--- config.mk ---
export PLATFORM = sky130hd
export DESIGN_NAME = multi_axis_slew_limiter
export DESIGN_NICKNAME = d
export VERILOG_FILES = /design/src/rtl/slew_pkg.sv /design/src/rtl/slew_tick_gen.sv /design/src/rtl/multi_axis_slew_limiter.sv
export SDC_FILE = /design/constraint.sdc
export NUM_CORES = 1
export LEC_CHECK = 0
export CAP_MARGIN = 20
export CORE_MARGIN = 2
export CORE_UTILIZATION = 58
export DETAILED_ROUTE_END_ITERATION = 12
export PLACE_DENSITY = 0.82
export RECOVER_POWER = 25
export SLEW_MARGIN = 10
export SYNTH_ARGS = -nofsm -noshare
export SYNTH_HDL_FRONTEND = slang
export SYNTH_SLANG_ARGS = --single-unit
--- constraint.sdc ---
create_clock -name clk_12mhz -period 4.01 [get_ports clk_12mhz]
set_input_delay 0.6015 -clock clk_12mhz [delete_from_list [all_inputs] [get_ports clk_12mhz]]
set_output_delay 0.6015 -clock clk_12mhz [all_outputs]
set_load 0.05 [all_outputs]
--- src/rtl/slew_pkg.sv ---
// slew_pkg: shared types and divider presets for the multi-axis slew limiter.
package slew_pkg;
    typedef enum logic {S_IDLE, S_SCAN} scan_state_t;
    typedef enum logic [1:0] {DIR_NONE, DIR_UP, DIR_DOWN} slew_dir_t;
    localparam int TICK_DIV_50HZ = 240000;
    localparam int TICK_DIV_100HZ = 119999 + 1;
endpackage

--- src/rtl/slew_tick_gen.sv ---
// slew_tick_gen: free-running divider, o_tick high while the count sits at TICK_DIV-1.
module slew_tick_gen #(
    parameter int TICK_DIV = 240000
) (
    input  logic i_clk,
    input  logic i_rst,
    output logic o_tick
);
    localparam int CW = $clog2(TICK_DIV);
    logic [CW-1:0] r_cnt;
    assign o_tick = r_cnt == CW'(TICK_DIV - 1);
    always_ff @(posedge i_clk or posedge i_rst)
        if (i_rst) r_cnt <= '0;
        else r_cnt <= o_tick ? '0 : r_cnt + CW'(1);
endmodule

--- src/rtl/multi_axis_slew_limiter.sv ---
// multi_axis_slew_limiter: per-tick rate limiting of NUM_CH duty channels, scanned one channel per cycle.
// Define SLEW_ACCEL_EN for per-channel step acceleration (soft start on long moves).
module multi_axis_slew_limiter import slew_pkg::*; #(
    parameter int NUM_CH     = 2,
    parameter int DATA_W     = 8,
    parameter int TICK_DIV   = TICK_DIV_50HZ,
    parameter int STEP_W     = 4,
    parameter int RESET_DUTY = 150,
    parameter int MIN_DUTY   = 0,
    parameter int MAX_DUTY   = 2**DATA_W - 1
) (
    input  logic                     clk_12mhz,
    input  logic                     reset,
    input  logic [NUM_CH*DATA_W-1:0] target_duty,
    input  logic [STEP_W-1:0]        step_size,
    input  logic                     hold,
    input  logic                     snap,
    output logic [NUM_CH*DATA_W-1:0] actual_duty,
    output logic [NUM_CH-1:0]        settled,
    output logic                     busy,
    output logic                     tick
);
    localparam int CW = NUM_CH > 1 ? $clog2(NUM_CH) : 1;
    localparam int XW = DATA_W + 2;
    localparam logic signed [XW-1:0] LO_X = XW'(MIN_DUTY);
    localparam logic signed [XW-1:0] HI_X = XW'(MAX_DUTY);
    localparam logic [DATA_W-1:0] RST_V = DATA_W'(RESET_DUTY);

    scan_state_t r_state, w_state_nx;
    logic [CW-1:0] r_ch_idx, w_ch_idx_nx;
    logic w_last;

    slew_tick_gen #(.TICK_DIV(TICK_DIV)) u_tick (
        .i_clk (clk_12mhz),
        .i_rst (reset),
        .o_tick(tick)
    );

    assign busy   = r_state == S_SCAN;
    assign w_last = r_ch_idx == CW'(NUM_CH - 1);

    always_ff @(posedge clk_12mhz or posedge reset)
        if (reset) begin
            r_state  <= S_IDLE;
            r_ch_idx <= '0;
        end else begin
            r_state  <= w_state_nx;
            r_ch_idx <= w_ch_idx_nx;
        end

    always_comb begin
        w_state_nx  = r_state;
        w_ch_idx_nx = '0;
        if (snap) w_state_nx = S_IDLE;
        else if (r_state == S_IDLE) w_state_nx = (tick && !hold) ? S_SCAN : S_IDLE;
        else begin
            w_state_nx  = w_last ? S_IDLE : S_SCAN;
            w_ch_idx_nx = w_last ? '0 : r_ch_idx + CW'(1);
        end
    end

    for (genvar k = 0; k < NUM_CH; k++) begin : g_ch
        logic [DATA_W-1:0] w_raw, w_tgt, w_next, r_duty;
        logic [STEP_W-1:0] w_eff;
        logic signed [XW-1:0] w_r, w_t, w_a, w_s, w_up, w_dn;
        logic w_upd;
        // Two guard bits keep a+s and a-s from wrapping at the rails.
        assign w_raw  = target_duty[k*DATA_W +: DATA_W];
        assign w_r    = $signed({2'b00, w_raw});
        assign w_t    = w_r < LO_X ? LO_X : w_r > HI_X ? HI_X : w_r;
        assign w_tgt  = w_t[DATA_W-1:0];
        assign w_a    = $signed({2'b00, r_duty});
        assign w_s    = $signed(XW'(w_eff));
        assign w_up   = w_a + w_s;
        assign w_dn   = w_a - w_s;
        assign w_next = w_eff == '0 ? r_duty : w_t > w_up ? w_up[DATA_W-1:0] :
                        w_t < w_dn ? w_dn[DATA_W-1:0] : w_tgt;
        assign w_upd  = busy && r_ch_idx == CW'(k);
        always_ff @(posedge clk_12mhz or posedge reset)
            if (reset) r_duty <= RST_V;
            else if (snap) r_duty <= w_tgt;
            else if (w_upd) r_duty <= w_next;
        assign actual_duty[k*DATA_W +: DATA_W] = r_duty;
        assign settled[k] = r_duty == w_tgt;
`ifdef SLEW_ACCEL_EN
        slew_dir_t r_dir, w_dir;
        logic [STEP_W-1:0] r_step, w_lim;
        assign w_dir = w_t > w_a ? DIR_UP : w_t < w_a ? DIR_DOWN : DIR_NONE;
        assign w_lim = r_step > step_size ? step_size : r_step;
        assign w_eff = step_size == '0 ? '0 : w_dir == r_dir ? w_lim : STEP_W'(1);
        // r_step holds the step to use on the next move in r_dir.
        always_ff @(posedge clk_12mhz or posedge reset)
            if (reset || snap) begin
                r_dir  <= DIR_NONE;
                r_step <= STEP_W'(1);
            end else if (w_upd && w_eff != '0) begin
                r_dir  <= w_next == w_tgt ? DIR_NONE : w_dir;
                r_step <= w_next == w_tgt ? STEP_W'(1) : w_eff == step_size ? step_size : w_eff + STEP_W'(1);
            end
`else
        assign w_eff = step_size;
`endif
    end
endmodule
==> impl_metrics.env, run 1 <==
export IMPL_coreArea_mm2=0.00631
export IMPL_initial_core_util=0.594
export IMPL_clk_latency_ns=0.29
export IMPL_drt_iter0_drc=260
export IMPL_dpl_cell_area_mm2=0.00450
export IMPL_clkPwrFrac=0.163
export IMPL_critPathMaxFanout=7
export IMPL_grt_pass1_wl_mm=17.0
export IMPL_syn2layout_area_growth_pct=25.2
export IMPL_worstMarginPinSlew_ns=0.977
export IMPL_final_cell_area_mm2=0.00470
export IMPL_synth_cell_area_mm2=0.00375
export IMPL_power_density_mw_per_mm2=362
export IMPL_path_clk_slew_ns=0.07
export IMPL_r2r_start="g_ch[1].r_duty[0]"
export IMPL_post_route_period_util=0.967
export IMPL_start_kind="input port"
export IMPL_numPortBuffers=43
export IMPL_num_rows=29
export IMPL_holdBufCountCts=0
export IMPL_routedWlPerCell_um=17.8
export IMPL_ir_drop_mv=0.278
export IMPL_synth_cells=428
export IMPL_required_ns=4.18
export IMPL_die_y_um=84.4
export IMPL_sw_frac_of_total=0.426
export IMPL_hold_slack_ns=0.505
export IMPL_p_sw_w=0.000725
export IMPL_dieArea_mm2=0.00712
export IMPL_status="finished, final reports clean"
export IMPL_async_flop_share=1.00
export IMPL_critPathKind="in2reg"
export IMPL_r2r_cells=13
export IMPL_htreeDepth=2
export IMPL_cts_buffer_depth=2
export IMPL_ys_seq_area_frac=0.243
export IMPL_drc=0
export IMPL_grt_max_degree=25
export IMPL_avgSynthCellArea_um2=8.76
export IMPL_setup_viol=0
export IMPL_yosys_most_used_dff="dfrtp_1"
export IMPL_drive_gt1_frac=0.177
export IMPL_final_max_slew_viol_count=0
export IMPL_startpoint="step_size[3]"
export IMPL_ant_nets=0
export IMPL_dr_wl_met3_um=838
export IMPL_fin_nets=577
export IMPL_antenna_found_initial=0
export IMPL_arrival_ns=4.05
export IMPL_worst_slack_ns=0.132
export IMPL_r2r_end="g_ch[1].r_duty[3]"
export IMPL_max_freq_ghz=0.258
export IMPL_m1WireLength_mm=4.45
export IMPL_internal_power_w=0.000977
export IMPL_ios=44
export IMPL_post_route_min_period_ns=3.88
export IMPL_wl_mm=10.3
export IMPL_relSlewSlack=0.348
export IMPL_crit_path_end="g_ch[1].r_duty[3]"
export IMPL_clock_skew_final_ns=0.0176
export IMPL_fin_setup_tns_ns=0
export IMPL_p_comb_frac=0.563
export IMPL_timing_max_cap_violations=0
export IMPL_p_leak_nw=2.13
export IMPL_vias=3610
export IMPL_rsz0062_at_grt="false"
export IMPL_cts_buffers=5
export IMPL_cts_sinks=36
export IMPL_top_layer="met4"
export IMPL_via_per_inst=6.22
export IMPL_root_buffer="clkbuf_8"
export IMPL_tritoncts="done"
export IMPL_grt_pass1_vias=3535
export IMPL_hpwl_mm=7.81
export IMPL_synth_edff_count=0
export IMPL_ys_warn_count=0
export IMPL_antenna_cells=0
export IMPL_end_kind="flop"
export IMPL_place_congestion=0.951
export IMPL_grt_overflow=0
export IMPL_synth_nets=503
export IMPL_reg2reg_slack_ns=0.24
export IMPL_place_ws_ns=-0.366
export IMPL_sequentialPowerShare=0.274
export IMPL_synth_seq_cells=36
export IMPL_dr_wl_met2_mm=4.82
export IMPL_hold_viol_final=0
export IMPL_die_w_um=84.4
export IMPL_firstDrtPassIters=5
export IMPL_grt_usage=0.292
export IMPL_ys_types=62
export IMPL_worstHoldPathType="reg2reg"
==> routing by layer <==
layer	track usage	vias to the layer above
met5	0	-
met4	0.0924	0
met3	0.0393	32
met2	0.455	188
met1	0.422	1712
li1	-	1678
==> Yosys cell counts, drive strengths merged (7+ instances only) <==
| cell | n | share of area |
|---|---|---|
| a21oi | 19 | 0.025 |
| a221oi | 8 | 0.030 |
| and3 | 8 | 0.015 |
| clkbuf | 13 | 0.013 |
| dfrtp | 28 | 0.19 |
| dfstp | 8 | 0.056 |
| ha | 47 | 0.16 |
| inv | 40 | 0.040 |
| nand2 | 14 | 0.014 |
| nand3 | 11 | 0.015 |
| nand4 | 17 | 0.028 |
| nor2 | 34 | 0.034 |
| nor2b | 14 | 0.025 |
| nor3 | 23 | 0.031 |
| o21ai | 9 | 0.012 |
| o221a | 7 | 0.021 |
| xnor2 | 36 | 0.084 |
| xor2 | 19 | 0.044 |
==> worst max-delay path: stages <==
cell,delay (ns)
clkdlybuf4s50_1,0.52
inv_1,0.09
ha_1,0.36
inv_1,0.18
o2111a_1,0.21
a21boi_1,0.25
xnor2_1,0.20
ha_1,0.31
nand4_1,0.10
nor2_1,0.05
a311oi_1,0.52
and3b_2,0.43
a221oi_2,0.10
o221a_2,0.14
==> worst min path at each step <==
stage	cells past startpoint	to	slack [ns]	from
finish	1	u_tick.r_cnt[0]	0.50	u_tick.r_cnt[0]
global route	1	u_tick.r_cnt[4]	0.54	u_tick.r_cnt[4]
CTS	1	u_tick.r_cnt[0]	0.51	u_tick.r_cnt[0]
detailed placement	1	u_tick.r_cnt[10]	0.50	u_tick.r_cnt[10]
global placement	1	u_tick.r_cnt[4]	0.48	u_tick.r_cnt[4]
floorplan	1	u_tick.r_cnt[4]	0.45	u_tick.r_cnt[4]
==> power by group through the flow <==
| stage | Clock, W | Sequential (W) | Combinational, W |
|---|---|---|---|
| 2_1_floorplan | 0 | 0.000503 | 0.000543 |
| 3_3_place_gp | 0 | 0.000468 | 0.000864 |
| 3_5_place_dp | 0 | 0.000468 | 0.000896 |
| 4_1_cts | 0.000282 | 0.000461 | 0.000906 |
| 5_1_grt | 0.000300 | 0.000471 | 0.00104 |
| 6_report | 0.000278 | 0.000466 | 0.000958 |
==> logic make-up after synthesis <==
group           after synthesis  share of synthesized area
compound gates               82                      0.174
xor+xnor                     55                      0.128
fa+ha+maj                    51                      0.178
buf+inv                      59                     0.0631
flops                        36                      0.243
mux                           5                     0.0147
simple gates                140                      0.199
==> state kept, by name, summed over array words and instances (netlist names) <==
register,flops
u_tick.r_cnt,18
g_ch.r_duty,16
busy,1
r_ch_idx,1
==> cells in the final DEF (no fill, tap or decap), drive strengths merged, types with 3 or more instances in the layout <==
master,netlist,layout
inv,40,40
a211oi,3,3
fa,4,4
o21a,3,3
clkdlybuf4s50,0,39
dfrtp,28,28
a21boi,3,3
o221a,7,7
a221oi,8,8
a211o,4,4
buf,6,43
nand2,14,14
nand4,17,17
nor2b,14,14
dfstp,8,8
o211ai,6,6
dlymetal6s2s,0,3
and3,8,8
nor2,34,34
mux2,4,4
a221o,4,4
o21ai,9,9
xor2,19,19
nand2b,6,6
xnor2,36,36
clkbuf,13,6
a31oi,3,3
nand3,11,11
ha,47,47
a21oi,19,19
nor3,23,23
==> area by class of cell <==
| class | instances | area (um^2) |
|---|---|---|
| fill | 458 | 1620 |
| multi-input combinational | 333 | 2680 |
| clock inverter | 2 | 10.0 |
| inverter | 40 | 150 |
| tap | 77 | 96.3 |
| timing repair buffer | 86 | 764 |
| clock buffer | 6 | 82.6 |
| sequential | 36 | 911 |
==> metrics by stage <==
step	std cells	utilization	power [W]
6_report	580	0.744	0.00170
5_1_grt	580	0.744	0.00181
4_1_cts	580	0.730	0.00165
3_5_place_dp	570	0.712	0.00136
3_3_place_gp	570	0.712	0.00133
2_1_floorplan	428	-	0.00105
==> what timing repair did <==
action,4_1_cts,5_1_grt
pin swaps,1,8
endpoints found under the setup margin,7,16
buffers inserted,2,0
gates resized for setup,2,18
Power figures use the tool's default switching activity.
==> run 2: changes to the inputs <==
Settings changed: CORE_ASPECT_RATIO from default to 1.2, CTS_CLUSTER_SIZE from default to 30, SLEW_MARGIN 10 to 25.
==> impl_metrics.env, run 2 (same netlist as run 1, synthesis figures left out) <==
export IMPL_fillers=497
export IMPL_placed_cells=577
export IMPL_vias=3577
export IMPL_largest_register_ffs=18
export IMPL_ir_drop_mv=0.325
export IMPL_drt_iter0_drc=207
export IMPL_htreeDepth=2
export IMPL_total_power_w=0.00171
export IMPL_cts_buffer_depth=2
export IMPL_worst_slack_ns=0.0559
export IMPL_max_freq_ghz=0.253
export IMPL_reg2reg_slack_ns=0.33
export IMPL_holdBufCountCts=0
export IMPL_required_ns=4.24
export IMPL_via_per_inst=6.08
export IMPL_place_congestion=0.941
export IMPL_multiInputGateArea_mm2=0.00267
export IMPL_final_max_slew_viol_count=37
export IMPL_fin_nets=577
export IMPL_grt_pass1_vias=3552
export IMPL_grt_max_degree=38
export IMPL_wl_mm=10.3
export IMPL_start_kind="input port"
export IMPL_post_route_period_util=0.986
export IMPL_initial_core_util=0.593
export IMPL_die_w_um=77.4
export IMPL_cts_buffers=5
export IMPL_numPortBuffers=43
export IMPL_post_route_min_period_ns=3.95
export IMPL_antenna_cells=0
export IMPL_routedWlPerCell_um=17.4
export IMPL_firstDrtPassIters=5
export IMPL_dieArea_mm2=0.00713
export IMPL_violations="capacitance limit, slew limit"
export IMPL_sequentialPowerShare=0.273
export IMPL_dr_wl_met3_um=461
export IMPL_end_kind="flop"
export IMPL_cts_sinks=36
export IMPL_status="complete, but fails checks"
export IMPL_clock_skew_final_ns=0.0114
export IMPL_place_ws_ns=-0.300
export IMPL_critPathMaxFanout=7
export IMPL_hpwl_mm=7.63
export IMPL_hold_viol_final=0
export IMPL_register_area_um2=911
export IMPL_clk_latency_ns=0.30
export IMPL_relSlewSlack=-0.350
export IMPL_syn2layout_area_growth_pct=25.0
export IMPL_antenna_found_initial=0
export IMPL_p_leak_nw=2.11
export IMPL_setup_viol=0
export IMPL_p_comb_frac=0.559
export IMPL_p_sw_w=0.000732
export IMPL_layout_cells_most_common="ha_1"
export IMPL_num_rows=32
export IMPL_worstHoldPathType="reg2reg"
export IMPL_arrival_ns=4.19
export IMPL_power_density_mw_per_mm2=365
export IMPL_top_layer="met4"
export IMPL_drc=0
export IMPL_internal_power_w=0.000979
export IMPL_sw_frac_of_total=0.428
export IMPL_die_y_um=92.1
export IMPL_drive_gt1_frac=0.171
export IMPL_timing_max_cap_violations=1
export IMPL_critPathKind="in2reg"
export IMPL_final_cells=588
export IMPL_clkPwrFrac=0.169
export IMPL_final_cell_mix="ha_1 (47), buf_4 (42), clkdlybuf4s50_1 (41)"
export IMPL_grt_usage=0.289
export IMPL_path_clk_slew_ns=0.08
export IMPL_root_buffer="clkbuf_8"
export IMPL_coreArea_mm2=0.00633
export IMPL_m1WireLength_mm=3.98
export IMPL_reg_top3="u_tick.r_cnt x18, g_ch.r_duty x16"
export IMPL_ant_nets=0
export IMPL_dr_wl_met2_mm=5.46
export IMPL_fin_setup_tns_ns=0
export IMPL_ios=44
export IMPL_grt_overflow=0
export IMPL_top_register="u_tick.r_cnt"
export IMPL_worstMarginPinSlew_ns=2.02
export IMPL_tritoncts="done"
export IMPL_grt_pass1_wl_mm=16.3
## run 2: cell count changes in the layout (fill, tap and decap cells not counted), moves of 2 or more
cell | previous run | this run
clkdlybuf4s50_1 | 39 | 41
ha_1 | 45 | 47
clkinv_2 | 2 | 0
nor3_1 | 23 | 21
dlymetal6s2s_1 | 3 | 1
xnor2_1 | 35 | 33
nor3_2 | 0 | 2
clkinvlp_4 | 0 | 2
xnor2_2 | 1 | 3
## run 2: path summary, 6_finish.rpt
check | start | end | depth (start not counted)
worst max-delay path | step_size[1] | g_ch[1].r_duty[6] | 14
worst min-delay path | u_tick.r_cnt[10] | u_tick.r_cnt[10] | 1
worst max register to register | g_ch[1].r_duty[0] | g_ch[1].r_duty[6] | 13
worst min register to register | u_tick.r_cnt[10] | u_tick.r_cnt[10] | 1
max in group asynchronous | reset | u_tick.r_cnt[9] | 3
min in group asynchronous | reset | u_tick.r_cnt[3] | 3
## run 2: stage by stage
step	hold WS, ns	instance area (um^2)	util
6_report	0.496	4690	0.741
5_1_grt	0.515	4690	0.741
4_1_cts	0.493	4610	0.728
3_5_place_dp	0.478	4500	0.711
3_3_place_gp	0.470	4500	0.711
2_1_floorplan	0.451	3750	-
## run 2: routing by layer
layer | global-route usage | vias up
li1 | - | 1682
met3 | 0.0394 | 29
met2 | 0.545 | 133
met4 | 0.137 | 0
met1 | 0.314 | 1733
met5 | 0 | -
## run 2: timing repair
| item | in CTS | in global routing |
|---|---|---|
| resized for setup | 1 | 13 |
| pin swaps | 1 | 6 |
| setup buffers | 1 | 2 |
| setup endpoints to repair | 3 | 16 |
## run 2: power groups by stage
stage / sequential [W] / combinational, W / clock, W
6_report: 0.000466 / 0.000956 / 0.000289
3_3_place_gp: 0.000466 / 0.000863 / 0
2_1_floorplan: 0.000503 / 0.000543 / 0
5_1_grt: 0.000466 / 0.00104 / 0.000306
3_5_place_dp: 0.000465 / 0.000895 / 0
4_1_cts: 0.000460 / 0.000901 / 0.000290
## run 2: layout make-up
type,instances,area share
multi-input combinational,333,0.570
timing repair buffer,86,0.160
clock inverter,2,0.00320
clock buffer,6,0.0176
tap,85,0.0227
sequential,36,0.194
inverter,40,0.0320
## run 2: worst max-delay path, cell delays in order
cell	delay (ns)
clkdlybuf4s50_1	0.45
buf_4	0.17
fa_1	0.43
nor2b_1	0.15
or3_1	0.34
o2111ai_1	0.10
xor2_1	0.22
ha_1	0.30
a22o_1	0.24
nor4_2	0.19
o21a_1	0.20
and3b_2	0.30
a221oi_2	0.27
o221a_2	0.22
